`config.mk`:
```
export PLATFORM = sky130hd
export DESIGN_NAME = snn_layer_sequencer
export DESIGN_NICKNAME = d
export VERILOG_FILES = /design/src/rtl/snn_ctrl_pkg.sv /design/src/rtl/snn_stage_watchdog.sv /design/src/rtl/snn_layer_sequencer.sv
export SDC_FILE = /design/constraint.sdc
export NUM_CORES = 1
export LEC_CHECK = 0
export BUFFER_PORTS_ARGS = -buffer_cell sky130_fd_sc_hd__buf_2
export CAP_MARGIN = 30
export CORE_ASPECT_RATIO = 0.6
export CORE_MARGIN = 5
export CORE_UTILIZATION = 35
export DETAILED_ROUTE_END_ITERATION = 12
export GPL_ROUTABILITY_DRIVEN = 1
export PLACE_DENSITY = 0.53
export SLEW_MARGIN = 20
export SYNTH_ARGS = -nofsm -noshare
export SYNTH_HDL_FRONTEND = slang
export SYNTH_SLANG_ARGS = --single-unit
```
`constraint.sdc`:
```
create_clock -name clk_i -period 2.4 [get_ports clk_i]
set_clock_uncertainty 0.15 [all_clocks]
set_input_delay 0.36 -clock clk_i [delete_from_list [all_inputs] [get_ports clk_i]]
set_output_delay 0.36 -clock clk_i [all_outputs]
set_load 0.01 [all_outputs]
```
`src/rtl/snn_ctrl_pkg.sv`:
```
// Shared types and constants for the SNN convolution-layer control path.
//   seq_state_t : sequencer FSM states
//   stage_t     : identifies one of the three per-timestep stages
//   CONV_SEL / POOL_SEL : encodings of the conv/pool arbiter select
package snn_ctrl_pkg;

    typedef enum logic [2:0] {
        IDLE,
        CAPTURE,
        CONV,
        POOL,
        NEXT,
        FINISH,
        ERROR
    } seq_state_t;

    typedef enum logic [1:0] {
        STG_CAPTURE,
        STG_CONV,
        STG_POOL
    } stage_t;

    localparam logic CONV_SEL = 1'b1;
    localparam logic POOL_SEL = 1'b0;

    // True for the states that are guarded by the watchdog.
    function automatic logic is_stage(input seq_state_t s);
        return (s == CAPTURE) || (s == CONV) || (s == POOL);
    endfunction

endpackage

```
`src/rtl/snn_stage_watchdog.sv`:
```
// Per-stage watchdog: counts cycles spent in the current stage.
//   clk_i     : system clock
//   reset_i   : synchronous active-high reset
//   clear_i   : restart the count (stage entry or exit)
//   freeze_i  : hold the count and suppress expiry
//   run_i     : a guarded stage is current
//   expire_o  : count has reached TIMEOUT_CYCLES-1 in a running, unfrozen cycle
module snn_stage_watchdog #(
    parameter int unsigned TIMEOUT_CYCLES = 4096,
    parameter int unsigned WD_W           = (TIMEOUT_CYCLES > 2) ? $clog2(TIMEOUT_CYCLES) : 1
) (
    input  logic clk_i,
    input  logic reset_i,
    input  logic clear_i,
    input  logic freeze_i,
    input  logic run_i,
    output logic expire_o
);

    localparam logic [WD_W-1:0] LastCount = WD_W'(TIMEOUT_CYCLES - 1);

    logic [WD_W-1:0] count_q, count_d;

    always_comb begin
        count_d = count_q;
        if (clear_i) begin
            count_d = '0;
        end else if (run_i && !freeze_i) begin
            count_d = count_q + WD_W'(1);
        end
    end

    // The count equals the number of unfrozen cycles already spent in the stage,
    // so expiry fires during the TIMEOUT_CYCLES-th such cycle.
    assign expire_o = run_i && !freeze_i && (count_q == LastCount);

    always_ff @(posedge clk_i) begin
        if (reset_i) begin
            count_q <= '0;
        end else begin
            count_q <= count_d;
        end
    end

endmodule

```
`src/rtl/snn_layer_sequencer.sv`:
```
// Top-side sequencer for the SNN convolution layer: steps capture -> conv -> pool
// once per timestep for TIMESTEPS timesteps, with a watchdog on every stage.
//   clk_i, reset_i          : clock, synchronous active-high reset
//   start_i, pause_i        : run request (IDLE only), stage-boundary hold
//   cap_enable_o/cap_active_i                 : capture stage handshake
//   conv_enable_o/conv_active_i/conv_ready_i  : convolution stage handshake
//   pool_enable_o/pool_active_i/pool_done_i   : pooling stage handshake
//   conv_or_pool_o          : arbiter select (1 = conv, 0 = pool)
//   busy_o, done_o          : not-idle level, end-of-run pulse
//   timeout_err_o           : sticky watchdog error
//   timestep_o              : current timestep index
module snn_layer_sequencer
    import snn_ctrl_pkg::*;
#(
    parameter int unsigned TIMESTEPS      = 16,
    parameter int unsigned TIMEOUT_CYCLES = 4096,
    parameter int unsigned TS_W           = (TIMESTEPS > 1) ? $clog2(TIMESTEPS) : 1,
    parameter int unsigned WD_W           = (TIMEOUT_CYCLES > 2) ? $clog2(TIMEOUT_CYCLES) : 1
) (
    input  logic            clk_i,
    input  logic            reset_i,
    input  logic            start_i,
    input  logic            pause_i,
    output logic            cap_enable_o,
    input  logic            cap_active_i,
    output logic            conv_enable_o,
    input  logic            conv_active_i,
    input  logic            conv_ready_i,
    output logic            pool_enable_o,
    input  logic            pool_active_i,
    input  logic            pool_done_i,
    output logic            conv_or_pool_o,
    output logic            busy_o,
    output logic            done_o,
    output logic            timeout_err_o,
    output logic [TS_W-1:0] timestep_o
);

    localparam logic [TS_W-1:0] LastTs = TS_W'(TIMESTEPS - 1);

    seq_state_t      state_q, state_d;
    logic [TS_W-1:0] ts_q, ts_d;
    logic            seen_q, seen_d;
    logic            stage_clear;
    logic            wd_expire;

    logic cap_enable_q, conv_enable_q, pool_enable_q, conv_or_pool_q;
    logic busy_q, done_q, timeout_err_q;

    // Stage busy levels are informational; completion is judged from other returns.
    logic unused_returns;
    assign unused_returns = conv_active_i ^ pool_active_i;

    snn_stage_watchdog #(
        .TIMEOUT_CYCLES(TIMEOUT_CYCLES),
        .WD_W          (WD_W)
    ) u_watchdog (
        .clk_i   (clk_i),
        .reset_i (reset_i),
        .clear_i (stage_clear),
        .freeze_i(pause_i),
        .run_i   (is_stage(state_q)),
        .expire_o(wd_expire)
    );

    always_comb begin
        state_d = state_q;
        ts_d    = ts_q;
        seen_d  = seen_q;
        unique case (state_q)
            IDLE: begin
                if (start_i && !pause_i) begin
                    state_d = CAPTURE;
                    ts_d    = '0;
                end
            end
            // Completion is tested before expiry so a same-cycle completion wins.
            CAPTURE: begin
                if (seen_q && !cap_active_i) begin
                    state_d = CONV;
                end else if (wd_expire) begin
                    state_d = ERROR;
                end else if (cap_active_i) begin
                    seen_d = 1'b1;
                end
            end
            CONV: begin
                if (conv_ready_i) begin
                    state_d = POOL;
                end else if (wd_expire) begin
                    state_d = ERROR;
                end
            end
            POOL: begin
                if (pool_done_i) begin
                    state_d = NEXT;
                end else if (wd_expire) begin
                    state_d = ERROR;
                end
            end
            NEXT: begin
                if (!pause_i) begin
                    if (ts_q == LastTs) begin
                        state_d = FINISH;
                    end else begin
                        ts_d    = ts_q + TS_W'(1);
                        state_d = CAPTURE;
                    end
                end
            end
            FINISH:  state_d = IDLE;
            ERROR:   state_d = ERROR;
            default: state_d = IDLE;
        endcase

        // Any state change is a stage boundary: restart the watchdog and capture tracking.
        stage_clear = (state_d != state_q);
        if (stage_clear) begin
            seen_d = 1'b0;
        end
    end

    // Outputs are registered from the next state so they line up with the state register.
    always_ff @(posedge clk_i) begin
        if (reset_i) begin
            state_q        <= IDLE;
            ts_q           <= '0;
            seen_q         <= 1'b0;
            cap_enable_q   <= 1'b0;
            conv_enable_q  <= 1'b0;
            pool_enable_q  <= 1'b0;
            conv_or_pool_q <= 1'b0;
            busy_q         <= 1'b0;
            done_q         <= 1'b0;
            timeout_err_q  <= 1'b0;
        end else begin
            state_q        <= state_d;
            ts_q           <= ts_d;
            seen_q         <= seen_d;
            cap_enable_q   <= (state_d == CAPTURE);
            conv_enable_q  <= (state_d == CONV);
            pool_enable_q  <= (state_d == POOL);
            conv_or_pool_q <= (state_d == CONV) ? CONV_SEL : POOL_SEL;
            busy_q         <= (state_d != IDLE);
            done_q         <= (state_d == FINISH);
            timeout_err_q  <= (state_d == ERROR);
        end
    end

    assign cap_enable_o   = cap_enable_q;
    assign conv_enable_o  = conv_enable_q;
    assign pool_enable_o  = pool_enable_q;
    assign conv_or_pool_o = conv_or_pool_q;
    assign busy_o         = busy_q;
    assign done_o         = done_q;
    assign timeout_err_o  = timeout_err_q;
    assign timestep_o     = ts_q;

endmodule

```
## Word level (Yosys, flattened, before mapping)

Index checks and enable logic that the tools add are counted.
Widths: inputs -> output; s select.

| operators by class | value |
|---|---|
| add/subtract/negate cells | 2 |
| multipliers | 0 |
| divide/modulo/power cells | 0 |
| magnitude comparators | 0 |
| equality and inequality tests | 16 |
| shift operators | 0 |
| multiplexer cells | 13 |
| bitwise logic cells | 2 |
| reductions and logical operators | 14 |

Operators with widths:

| operator | number |
|---|---|
| $mux 3 | 7 |
| $pmux 3 s6 | 1 |
| $add 12x1->12 const B | 1 |
| $eq 12x12->1 const B | 1 |
| $eq 3x2->1 const B | 4 |
| $eq 3x3->1 const B | 4 |
| $mux 4 | 3 |
| $pmux 4 s2 | 1 |
| $reduce_and 4->1 | 2 |
| $eq 3x1->1 const B | 2 |
| $ne 2x2->1 const B | 3 |
| $add 4x1->4 const B | 1 |
| $eq 4x4->1 const B | 1 |
| $logic_and 1x1->1 | 4 |
| $logic_not 3->1 | 1 |
| $ne 3x3->1 | 1 |
| $reduce_bool 3->1 | 1 |
| $logic_not 1->1 | 2 |
| $logic_or 1x1->1 | 2 |
| $not 1->1 | 2 |
| $reduce_bool 2->1 | 1 |
| $reduce_or 2->1 | 1 |
| $mux 1 | 1 |

| storage, ports and cells | value |
|---|---|
| register bits after elaboration | 27 |
| latch bits | 0 |
| bits in writable memories | 0 |
| bits in read-only memories | 0 |
| bits of input ports | 9 |
| output and inout bits | 11 |
| word-level logic and storage cells | 58 |
| memories | 0 |

## Longest topological paths before layout

Gate-level depths: netlist (run 1).

| logic depth | value |
|---|---|
| word-level depth | 10 |
| gate-level depth with buffers | 7 |
| mapped depth without buffers | 6 |

## By module

A second synthesis (run 1) with hierarchy kept.

| unflattened totals | value |
|---|---|
| cell total of the unflattened synthesis | 138 |
| area total of the unflattened synthesis | 1,313.8 µm² |

By module, submodules not included:

| module | instances | cells each | area an instance (µm²) | seq. area each (µm²) |
|---|---|---|---|---|
| snn_layer_sequencer | 1 | 71 | 700.7 | 280.3 |
| snn_stage_watchdog | 1 | 67 | 613.1 | 240.2 |

## Least setup slack after synthesis (run 1)

Ideal clock, no wire load.

| path | value |
|---|---|
| path kind | register to register |
| from | reg u_watchdog.count_q[0] |
| to | reg seen_q |
| library setup time | 0.115 ns |
| arrival | 1.488 ns |
| required time | 2.135 ns |
| path slack | 0.647 ns |
| cell stages (with the launch flop) | 8 |
| path buffers | 1 |
| clock period less this slack | 1.753 ns |
| cell sequence | dfxtp_1 > ha_1 > and2_1 > nand3_2 > o31ai_2 > a2111o_1 > buf_6 > nor2_1 |

| on the way | value |
|---|---|
| cells in the longest elaborated chain, start to end | 7 |
| elaborated cells between the ends (all ways) | 11 |
| those cells by class | 2 x eq/ne; 5 x mux; 1 x bitwise; 3 x reduce/logical |

RTL lines:

| what | RTL line | RTL |
|---|---|---|
| start: declaration | snn_stage_watchdog.sv:22 | `logic [WD_W-1:0] count_q, count_d;` |
| start signal: assignment | snn_stage_watchdog.sv:41 | `count_q <= count_d;` |
| $eq 12x12->1 (*) | snn_stage_watchdog.sv:35 | `assign expire_o = run_i && !freeze_i && (count_q == LastCount);` |
| $logic_and 1x1->1 (*) | snn_stage_watchdog.sv:35 |  |
| $mux 3 | snn_layer_sequencer.sv:81, snn_layer_sequencer.sv:90, snn_layer_sequencer.sv:97 |  |
| $mux 3 (on tied branches) | snn_layer_sequencer.sv:95, snn_layer_sequencer.sv:79, snn_layer_sequencer.sv:88 |  |
| $pmux 3 s6 | snn_layer_sequencer.sv:70 | `unique case (state_q)` |
| $ne 3x3->1 | snn_layer_sequencer.sv:117 | `stage_clear = (state_d != state_q);` |
| $reduce_or 2->1 (no line) | n/a |  |
| end signal: assignment | snn_layer_sequencer.sv:139 | `seen_q <= seen_d;` |
| end: declaration | snn_layer_sequencer.sv:43 | `logic seen_q, seen_d;` |

Every way passes the cells marked *; elsewhere a longest branch is shown, timed or not.
A chain may end at the register's enable or synchronous reset.

## Final worst setup path (run 1)

| path | value |
|---|---|
| from | reg u_watchdog.count_q[0] |
| to | reg conv_enable_q, in the netlist conv_enable_o |

| on the way | value |
|---|---|
| cells in the longest elaborated chain, start to end | 6 |
| elaborated cells between the ends (all ways) | 8 |
| those cells by class | 2 x eq/ne; 5 x mux; 1 x reduce/logical |

RTL lines:

| what | RTL line | RTL |
|---|---|---|
| $eq 12x12->1 (*) | snn_stage_watchdog.sv:35 |  |
| $logic_and 1x1->1 (*) | snn_stage_watchdog.sv:35 |  |
| $mux 3 (*) | snn_layer_sequencer.sv:81, snn_layer_sequencer.sv:90, snn_layer_sequencer.sv:97 |  |
| $mux 3 (on tied branches) | snn_layer_sequencer.sv:95, snn_layer_sequencer.sv:79, snn_layer_sequencer.sv:88 |  |
| $pmux 3 s6 (*) | snn_layer_sequencer.sv:70 |  |
| $eq 3x2->1 (*) | snn_layer_sequencer.sv:141 | `conv_enable_q <= (state_d == CONV);` |
| end signal: assignment | snn_layer_sequencer.sv:141 |  |
| end: declaration | snn_layer_sequencer.sv:47 | `logic cap_enable_q, conv_enable_q, pool_enable_q, conv_or_pool_q;` |

Marks and branches as above.

==> flow_metrics.py, run 1 <==
metrics = {
    "job": {
        "maxCapViolCount": 0,
    },
    "global_routing": {
        "grt_start_max_net_pins": 15,
        "first_global_vias": 966,
        "grt_overflow_total": 0,
        "antenna_found_initial": 0,
        "grt.total_usage_pct": 11.5,
        "global_route_wire_length_before_repair_um": 4620,
    },
    "clock_network": {
        "cts_resized": 0,
        "clkTransAtPathRegs_ns": 0.09,
        "cts_tree": "built",
        "clock_tree.htree_level_count": 1,
        "cts_sinks": 26,
        "tritoncts.num_buffers": 3,
        "ctsHoldBuffers": 0,
        "clock_latency_ns": 0.27,
        "post_cts.repair.setup_buffers": 0,
        "clock_tree.root_cell": "clkbuf_8",
        "clk_path_buf_depth": 2,
    },
    "power_and_ir_drop": {
        "power.static_leakage_nw": 0.541,
        "irDropWorstVdd_mv": 0.228,
        "powerDensity_nw_per_um2": 538,
        "report.power.total_mw": 0.796,
    },
    "synth": {
        "synthesis.yosys.warnings": 0,
        "synth-main-ff-cell": "dfxtp_1",
        "seq_area_frac_synth_pct": 39.9,
        "synthCells": 148,
        "synthesis.area_per_instance_um2": 8.81,
        "post-synth-top-area-fraction_pct": 39.9,
        "yosysUniqueCellTypes": 41,
        "total_nets_after_synthesis": 159,
        "netlist.top_cell.by_area": "dfxtp_1",
        "synth.area.top_cells": "dfxtp_1 40%, nor2_1 7.5%, xnor2_1 6.0%",
        "synth_enable_flop_cells": 0,
        "synth-seq-cells": 26,
        "ys_async_sr_fraction_pct": 0,
        "syn_area_um2": 1300,
    },
    "drt": {
        "drt_wl_total_um": 2770,
        "drc_errors": 0,
        "vias_per_cell": 5.11,
        "detail_route.first_pass.iterations": 4,
        "first_iter_violations": 48,
        "vias": 1088,
        "detail_route.wl_per_cell_um": 13.0,
        "drt.antenna.violating_nets": 0,
    },
    "worst_hold_path": {
        "hold_path_startpoint": "cap_active_i",
        "min_path_type": "input port to flop",
        "timing.hold.worst_endpoint": "seen_q",
        "timing.hold.worst_path_depth": 3,
    },
    "placement": {
        "port-buffer-count": 17,
        "finalWeightedCongestion": 0.866,
        "postPlaceCellArea_um2": 1430,
        "hpwl_um": 2190,
    },
    "setup_path": {
        "worstSetupEndpointType": "flop",
        "cp_data_arrival_time_ns": 2.06,
        "r2r_cells": 6,
        "worst_r2r_startpoint": "u_watchdog.count_q[0]",
        "worst_path_max_fanout": 6,
        "r2r_setup_slack_ns": 0.36,
        "setup.worst_path.start_class": "flop",
        "path_type_of_the_worst_setup_path": "flop to flop",
        "worst-endpoint-required_ns": 2.42,
        "reg2reg_to": "conv_enable_o",
    },
    "timing": {
        "rsz0062_at_grt": "false",
        "post_layout_min_period_ns": 2.04,
        "setup_violations": 0,
        "max-slew-margin-rel_pct": 64.2,
        "max_frequency_mhz": 491,
        "worstMarginPinSlew_ns": 0.537,
        "timing.final.crit_share_pct": 84.9,
        "tns_ns": 0,
        "drv_slew": 0,
        "hold_viol": 0,
        "finalHoldWorstSlack_ns": 0.204,
    },
    "finish": {
        "most-common-layout-cells": "26 x nor2_1, 26 x dfxtp_1, 17 x buf_2",
        "area_delta_synth_final_pct": 13.6,
        "antenna-diode-count": 0,
        "finish.instance_area_um2": 1480,
        "final_core_util_pct": 40.7,
        "number_of_nets_in_the_layout": 178,
        "drive_gt1_share_pct": 19.3,
    },
    "floorplanning": {
        "start_util_pct": 35.8,
        "core_region_area_um2": 3640,
        "die_w_um": 88.8,
        "die_height_um": 57.3,
        "fp.dieArea_um2": 5090,
        "top_level_ports": 20,
        "fp-row-count": 17,
    },
    "outcome": {
        "run_status": "completed",
    },
}
how the worst max path moves through the flow:
stage,start,to,slack (ns),depth (start not counted)
floorplan,u_watchdog.count_q[0],seen_q,0.65,7
global placement,u_watchdog.count_q[0],conv_enable_o,0.38,6
detailed placement,u_watchdog.count_q[0],conv_enable_o,0.37,6
CTS,u_watchdog.count_q[0],conv_enable_o,0.34,6
global route,u_watchdog.count_q[0],conv_enable_o,0.26,6
finish,u_watchdog.count_q[0],conv_enable_o,0.36,6
worst max-delay path, cell delays in order, from the launching register on:
cell and delay [ns]:
dfxtp_1 0.39, ha_1 0.22, and2_1 0.20, nand3_2 0.13
o31ai_2 0.32, o21a_1 0.27, nor4b_1 0.26
state kept, by name, summed over array words and instances, names as in the netlist:
register	flops
busy_o	1
cap_enable_o	1
conv_enable_o	1
done_o	1
pool_enable_o	1
seen_q	1
state_q	3
timeout_err_o	1
timestep_o	4
u_watchdog.count_q	12
per-stage QoR:
| stage | worst slack [ns] | cells |
|---|---|---|
| floorplan | 0.647 | 148 |
| global placement | 0.381 | 209 |
| detailed placement | 0.375 | 209 |
| CTS | 0.345 | 213 |
| global route | 0.262 | 213 |
| finish | 0.361 | 213 |
Yosys cell counts, types with 2 or more instances:
cell type and count:
xor2_1 5, nand2_1 9, ha_1 2, nor4b_2 2
nand3b_1 2, nor3b_1 3, a21oi_1 2, buf_4 2
inv_1 4, buf_6 2, nor3_1 6, dfxtp_1 26
xnor2_1 9, nand2b_1 6, and3_1 3, nand3_1 4
nor2_1 26, o21a_1 2, o21ai_0 4, buf_2 2
nand4_1 7
per-layer routing:
layer / global-route usage [%] / share of wire, %
met5: 0 / 0
met4: 2.59 / 0.83
met3: 3.90 / 7.9
met1: 18.5 / 55
met2: 14.3 / 36
where the power goes:
group          switching, mW  internal (mW)
Sequential           0.00494          0.438
Clock                  0.131          0.147
Combinational         0.0439         0.0324
area by class of cell:
class,instances,area (um^2)
clock buffers,4,55.1
well taps,47,58.8
multi-input cells,111,717
flip-flops and latches,26,520
repair buffers,21,115
inverters,4,15.0
fillers,366,2160
kinds of logic (layout without fill, tap and decap cells):
logic type,Yosys count,in the layout,share of synthesized area (%)
AO/OA/AOI/OAI,20,20,11.8
XOR/XNOR,14,14,9.41
adder cells (fa/ha/maj),2,2,1.92
buffers and inverters,11,29,5.09
flip-flops,26,26,39.9
AND/OR/NAND/NOR,75,75,31.9
Power figures use the tool's default switching activity.
==> run 2: changes to the inputs <==
--- a/config.mk
+++ b/config.mk
@@ -12,7 +12,7 @@
 export CORE_UTILIZATION = 35
 export DETAILED_ROUTE_END_ITERATION = 12
 export GPL_ROUTABILITY_DRIVEN = 1
-export PLACE_DENSITY = 0.53
+export PLACE_DENSITY = 0.55
 export SLEW_MARGIN = 20
 export SYNTH_ARGS = -nofsm -noshare
 export SYNTH_HDL_FRONTEND = slang
==> constraint.sdc (replaced) <==
create_clock -name clk_i -period 1.6 [get_ports clk_i]
set_clock_uncertainty 0.15 [all_clocks]
set_input_delay 0.24 -clock clk_i [delete_from_list [all_inputs] [get_ports clk_i]]
set_output_delay 0.24 -clock clk_i [all_outputs]
set_load 0.01 [all_outputs]
==> flow_metrics.py, run 2 (synthesis gave the netlist of run 1 again) <==
metrics = {
    "finish": {
        "area_delta_synth_final_pct": 52.9,
        "largest_register_ffs": 12,
        "finish.instance_area_um2": 1990,
        "post_route_insts_no_fill": 257,
        "n_fill_cell": 322,
        "regMostFlops": "u_watchdog.count_q",
        "drive_gt1_share_pct": 52.9,
        "final_core_util_pct": 54.8,
        "final_common_cell": "buf_4",
        "number_of_nets_in_the_layout": 222,
        "most-common-layout-cells": "44 x buf_4, 24 x nor2_1, 17 x buf_2",
        "antenna-diode-count": 0,
    },
    "floorplanning": {
        "start_util_pct": 35.8,
        "fp.dieArea_um2": 5090,
        "die_height_um": 57.3,
        "die_w_um": 88.8,
        "core_region_area_um2": 3640,
        "fp-row-count": 17,
        "top_level_ports": 20,
    },
    "setup_path": {
        "setup.worst_path.start_class": "flop",
        "path_type_of_the_worst_setup_path": "flop to flop",
        "path_cells": "and4_1, nand4_1, nor4b_4, a2111o_1, buf_6, nor2_1",
        "worst_path_max_fanout": 13,
        "critPathMaxStageDelay_ns": 0.36,
        "critPathBufInv": 1,
        "worst-endpoint-required_ns": 1.61,
        "critical_path.slowest_cell": "dfxtp_2",
        "worstSetupEndpointType": "flop",
        "cp_data_arrival_time_ns": 1.79,
        "crit_family": "simple AND/OR/NAND/NOR gates",
    },
    "drt": {
        "wl_met2_um": 1530,
        "detail_route.first_pass.iterations": 4,
        "route.layer.met1.wl_um": 1890,
        "detail_route.wl_per_cell_um": 14.1,
        "vias": 1266,
        "first_iter_violations": 92,
        "top_signal_layer_used": "met4",
        "drt_wl_total_um": 3620,
        "drt.antenna.violating_nets": 0,
        "met3_layer_wire_length_in_the_routed_design_um": 165,
        "vias_per_cell": 4.93,
        "drc_errors": 0,
    },
    "clock_network": {
        "ctsHoldBuffers": 0,
        "clkTransAtPathRegs_ns": 0.09,
        "clock_tree.htree_level_count": 1,
        "clock_tree.root_cell": "clkbuf_8",
        "cts_tree": "built",
        "cts_sinks": 26,
        "tritoncts.num_buffers": 3,
        "clock_latency_ns": 0.27,
        "clk_path_buf_depth": 2,
    },
    "worst_hold_path": {
        "min_path_type": "input port to flop",
    },
    "timing": {
        "max_frequency_mhz": 563,
        "hold_viol": 0,
        "timing.final.crit_share_pct": 111,
        "layout_setup_ws_ns": -0.175,
        "post_layout_min_period_ns": 1.78,
        "tns_ns": -3.07,
        "drv_slew": 0,
        "setup_violations": 22,
        "worstMarginPinSlew_ns": 0.504,
        "finalHoldWorstSlack_ns": 0.0672,
        "rsz0062_at_grt": "true",
        "max-slew-margin-rel_pct": 66.4,
    },
    "job": {
        "maxCapViolCount": 0,
    },
    "placement": {
        "numPlacedInstances": 247,
        "post-place-ws_ns": -0.338,
        "postPlaceCellArea_um2": 1760,
        "hpwl_um": 2680,
        "finalWeightedCongestion": 0.824,
        "port-buffer-count": 17,
    },
    "power_and_ir_drop": {
        "report.power.total_mw": 1.26,
        "power.static_leakage_nw": 0.799,
        "irDropWorstVdd_mv": 0.380,
        "powerDensity_nw_per_um2": 631,
    },
    "global_routing": {
        "grt.total_usage_pct": 15.7,
        "first_global_vias": 1258,
        "global_route_wire_length_before_repair_um": 6220,
        "antenna_found_initial": 0,
        "grt_start_max_net_pins": 15,
        "grt_overflow_total": 0,
    },
    "outcome": {
        "violations_in_the_final_reports": "setup timing",
        "run_status": "complete, but fails checks",
    },
}
==> run 2: routing by layer <==
layer | up-vias | track usage, %
met5 | - | 0
li1 | 641 | -
met3 | 4 | 3.61
met1 | 592 | 23.8
met2 | 29 | 22.7
met4 | 0 | 2.59
==> run 2: final timing paths <==
kind,startpoint,cells past startpoint,slack [ns],to
setup reg to reg,u_watchdog.count_q[6],6,-0.18,u_watchdog.count_q[5]
hold / removal,reset_i,2,0.07,busy_o
hold reg to reg,seen_q,2,0.34,seen_q
setup / recovery,u_watchdog.count_q[6],6,-0.18,u_watchdog.count_q[5]
==> run 2: where the power goes <==
part	internal [mW]	total [mW]	leakage, nW	switching, mW
logic	0.0917	0.177	0.555	0.0855
registers	0.656	0.665	0.215	0.00896
clock network	0.220	0.416	0.0288	0.196
==> run 2: repair_timing <==
action	CTS	global route
setup endpoints to repair	25	26
pin swaps	15	5
setup buffers	5	2
resized for setup	29	8
gates cloned	0	0
==> run 2: worst register-to-register path: cells and delay by family, from the launching register on <==
kind	cells	cell delay (ns)
AOI/OAI and AO/OA	1	0.17
buffers and inverters	1	0.16
DFF	1	0.36
and+or+nand+nor	4	0.83
==> run 2: final cells by class <==
cell class / count / area [um^2] / area share, %
timing repair buffer: 65 / 460 / 23.1
sequential: 26 / 536 / 26.9
multi-input combinational: 111 / 868 / 43.6
tap: 47 / 58.8 / 2.95
clock buffer: 4 / 55.1 / 2.76
inverter: 4 / 15.0 / 0.753
==> run 3: changes to the inputs <==
--- a/config.mk
+++ b/config.mk
@@ -5,6 +5,7 @@
 export SDC_FILE = /design/constraint.sdc
 export NUM_CORES = 1
 export LEC_CHECK = 0
+export ABC_AREA = 1
 export BUFFER_PORTS_ARGS = -buffer_cell sky130_fd_sc_hd__buf_2
 export CAP_MARGIN = 30
 export CORE_ASPECT_RATIO = 0.6
@@ -13,6 +14,7 @@
 export DETAILED_ROUTE_END_ITERATION = 12
 export GPL_ROUTABILITY_DRIVEN = 1
 export PLACE_DENSITY = 0.55
+export REMOVE_ABC_BUFFERS = 1
 export SLEW_MARGIN = 20
 export SYNTH_ARGS = -nofsm -noshare
 export SYNTH_HDL_FRONTEND = slang
==> flow_metrics.py, run 3 <==
metrics = {
    "outcome": {
        "run_status": "complete, but fails checks",
        "violations_in_the_final_reports": "setup timing",
    },
    "setup_path": {
        "cp_data_arrival_time_ns": 1.65,
        "worst_path_max_fanout": 5,
        "r2r_cells": 12,
        "worst_r2r_startpoint": "state_q[0]",
        "reg2reg_to": "u_watchdog.count_q[1]",
        "path_type_of_the_worst_setup_path": "flop to flop",
        "worst-endpoint-required_ns": 1.61,
        "setup.worst_path.start_class": "flop",
        "worstSetupEndpointType": "flop",
        "path_cells": "inv_4, nand2_4, nand3_4, nor2_4, nand2_4, nand2_1, nand2_2, nand2_2, nand2_2, nand2_4, buf_16, nor2_2",
        "critPathMaxStageDelay_ns": 0.37,
        "critical_path.slowest_cell": "dfxtp_2",
        "r2r_setup_slack_ns": -0.04,
    },
    "floorplanning": {
        "fp.dieArea_um2": 4910,
        "start_util_pct": 37.4,
        "die_w_um": 87.2,
        "die_height_um": 56.3,
        "top_level_ports": 20,
        "core_region_area_um2": 3340,
        "fp-row-count": 16,
    },
    "finish": {
        "final_core_util_pct": 58.4,
        "largest_register_ffs": 12,
        "n_fill_cell": 297,
        "number_of_nets_in_the_layout": 233,
        "seq_cell_area_um2": 538,
        "antenna-diode-count": 0,
        "area_delta_synth_final_pct": 56.1,
        "drive_gt1_share_pct": 54.1,
        "final_common_cell": "buf_4",
        "post_route_insts_no_fill": 265,
        "regMostFlops": "u_watchdog.count_q",
        "multi_input_area_um2": 785,
        "most-common-layout-cells": "35 x buf_4, 18 x inv_1, 18 x dfxtp_1",
    },
    "power_and_ir_drop": {
        "power.static_leakage_nw": 0.891,
        "powerDensity_nw_per_um2": 629,
        "irDropWorstVdd_mv": 0.303,
    },
    "synth": {
        "synth-seq-cells": 26,
        "post_synth_top_cells": "26 x dfxtp_1, 26 x nand2_1, 19 x inv_1",
        "synthesis.area_per_instance_um2": 7.82,
        "synth-main-ff-cell": "dfxtp_1",
        "synth.area.top_cells": "dfxtp_1 42%, nand2_1 7.8%, nor2_2 6.5%",
        "netlist.top_cell.by_area": "dfxtp_1",
        "post-synth-top-area-fraction_pct": 41.6,
        "yosysUniqueCellTypes": 27,
        "ys_async_sr_fraction_pct": 0,
        "syn_area_um2": 1250,
        "synthCells": 160,
        "seq_area_frac_synth_pct": 41.6,
        "synthesis.yosys.warnings": 0,
        "synth_enable_flop_cells": 0,
    },
    "drt": {
        "vias": 1237,
        "drc_errors": 0,
        "vias_per_cell": 4.67,
        "detail_route.wl_per_cell_um": 12.6,
        "detail_route.first_pass.iterations": 4,
        "first_iter_violations": 83,
        "drt.antenna.violating_nets": 0,
        "drt_wl_total_um": 3340,
    },
    "global_routing": {
        "antenna_found_initial": 0,
        "first_global_vias": 1239,
        "global_route_wire_length_before_repair_um": 5350,
        "grt_overflow_total": 0,
        "grt_start_max_net_pins": 14,
        "grt.total_usage_pct": 13.8,
    },
    "clock_network": {
        "cts_sinks": 26,
        "tritoncts.num_buffers": 3,
        "clock_tree.root_cell": "clkbuf_8",
        "clock_latency_ns": 0.27,
        "clock_tree.htree_level_count": 1,
        "clkTransAtPathRegs_ns": 0.09,
        "cts_tree": "built",
        "clk_path_buf_depth": 2,
    },
    "placement": {
        "port-buffer-count": 17,
        "numPlacedInstances": 251,
        "finalWeightedCongestion": 0.837,
        "hpwl_um": 2250,
        "post-place-ws_ns": -0.0616,
    },
    "timing": {
        "max_frequency_mhz": 608,
        "post_layout_min_period_ns": 1.64,
        "drv_slew": 0,
        "tns_ns": -0.458,
        "layout_setup_ws_ns": -0.0443,
        "rsz0062_at_grt": "true",
        "setup_violations": 13,
        "max-slew-margin-rel_pct": 80.5,
        "timing.final.crit_share_pct": 103,
        "worstMarginPinSlew_ns": 0.292,
        "hold_viol": 0,
    },
    "job": {
        "maxCapViolCount": 0,
    },
    "worst_hold_path": {
        "min_path_type": "input port to flop",
        "timing.hold.worst_endpoint": "timestep_o[1]",
        "timing.hold.worst_path_depth": 2,
        "hold_path_startpoint": "reset_i",
    },
}
-- run 3: metal layers --
| layer | wire, um | part of all wire [%] | global-route usage [%] | vias up |
|---|---|---|---|---|
| li1 | - | - | - | 630 |
| met1 | 1500 | 45 | 17.1 | 566 |
| met2 | 1600 | 48 | 22.4 | 35 |
| met3 | 192 | 5.7 | 3.80 | 6 |
| met4 | 48 | 1.4 | 5.69 | 0 |
| met5 | 0 | 0 | 0 | - |
-- run 3: worst max-delay path by stage --
stage	cells past startpoint	to	from	slack (ns)
2_1_floorplan	7	timestep_o[3]	timestep_o[0]	-0.04
3_3_place_gp	10	busy_o	timestep_o[0]	-0.05
3_5_place_dp	10	busy_o	timestep_o[1]	-0.06
4_1_cts	11	u_watchdog.count_q[0]	timestep_o[1]	-0.01
5_1_grt	12	u_watchdog.count_q[1]	state_q[0]	-0.14
6_report	12	u_watchdog.count_q[1]	state_q[0]	-0.04
-- run 3: power by group --
group	switching, mW	internal [mW]	total [mW]	leakage (nW)
clock	0.194	0.169	0.363	0.0216
sequential	0.00899	0.656	0.665	0.215
combinational	0.105	0.0950	0.200	0.654
total	0.309	0.919	1.23	0.891
-- run 3: cell families after synthesis --
kind of cell,after synthesis,share of synthesized area (%)
fa+ha+maj,2,2.00
xor+xnor,11,7.70
flops,26,41.6
buf+inv,23,7.80
compound gates,11,4.90
mux,1,0.800
simple gates,86,35.2
-- run 3: worst max-delay path, delay by kind of cell, from the launching register on --
family / cells / cell delay [ns]
buffers and inverters: 2 / 0.19
DFF: 1 / 0.37
and+or+nand+nor: 10 / 0.81
-- run 3: per-stage QoR --
stage	power (mW)	cell area, um^2	hold slack, ns
final	1.23	1950	0.0438
after global routing	1.28	1950	0.0411
after CTS	1.22	1820	0.0176
after detailed placement	0.821	1620	0.303
after global placement	0.818	1620	0.300
after floorplan	0.752	1230	0.168
-- run 3: final cells by class --
class | instances | area share (%)
multi-input cells | 111 | 40.2
inverters | 21 | 4.16
clock buffers | 3 | 2.11
repair buffers | 59 | 23.1
flip-flops and latches | 26 | 27.5
well taps | 45 | 2.88
-- run 3: timing repair --
item	4_1_cts	5_1_grt
setup buffers	5	6
hold buffers	0	0
endpoints found under the setup margin	18	23
gates cloned	1	0
pin swaps	9	9
gates resized for setup	28	30
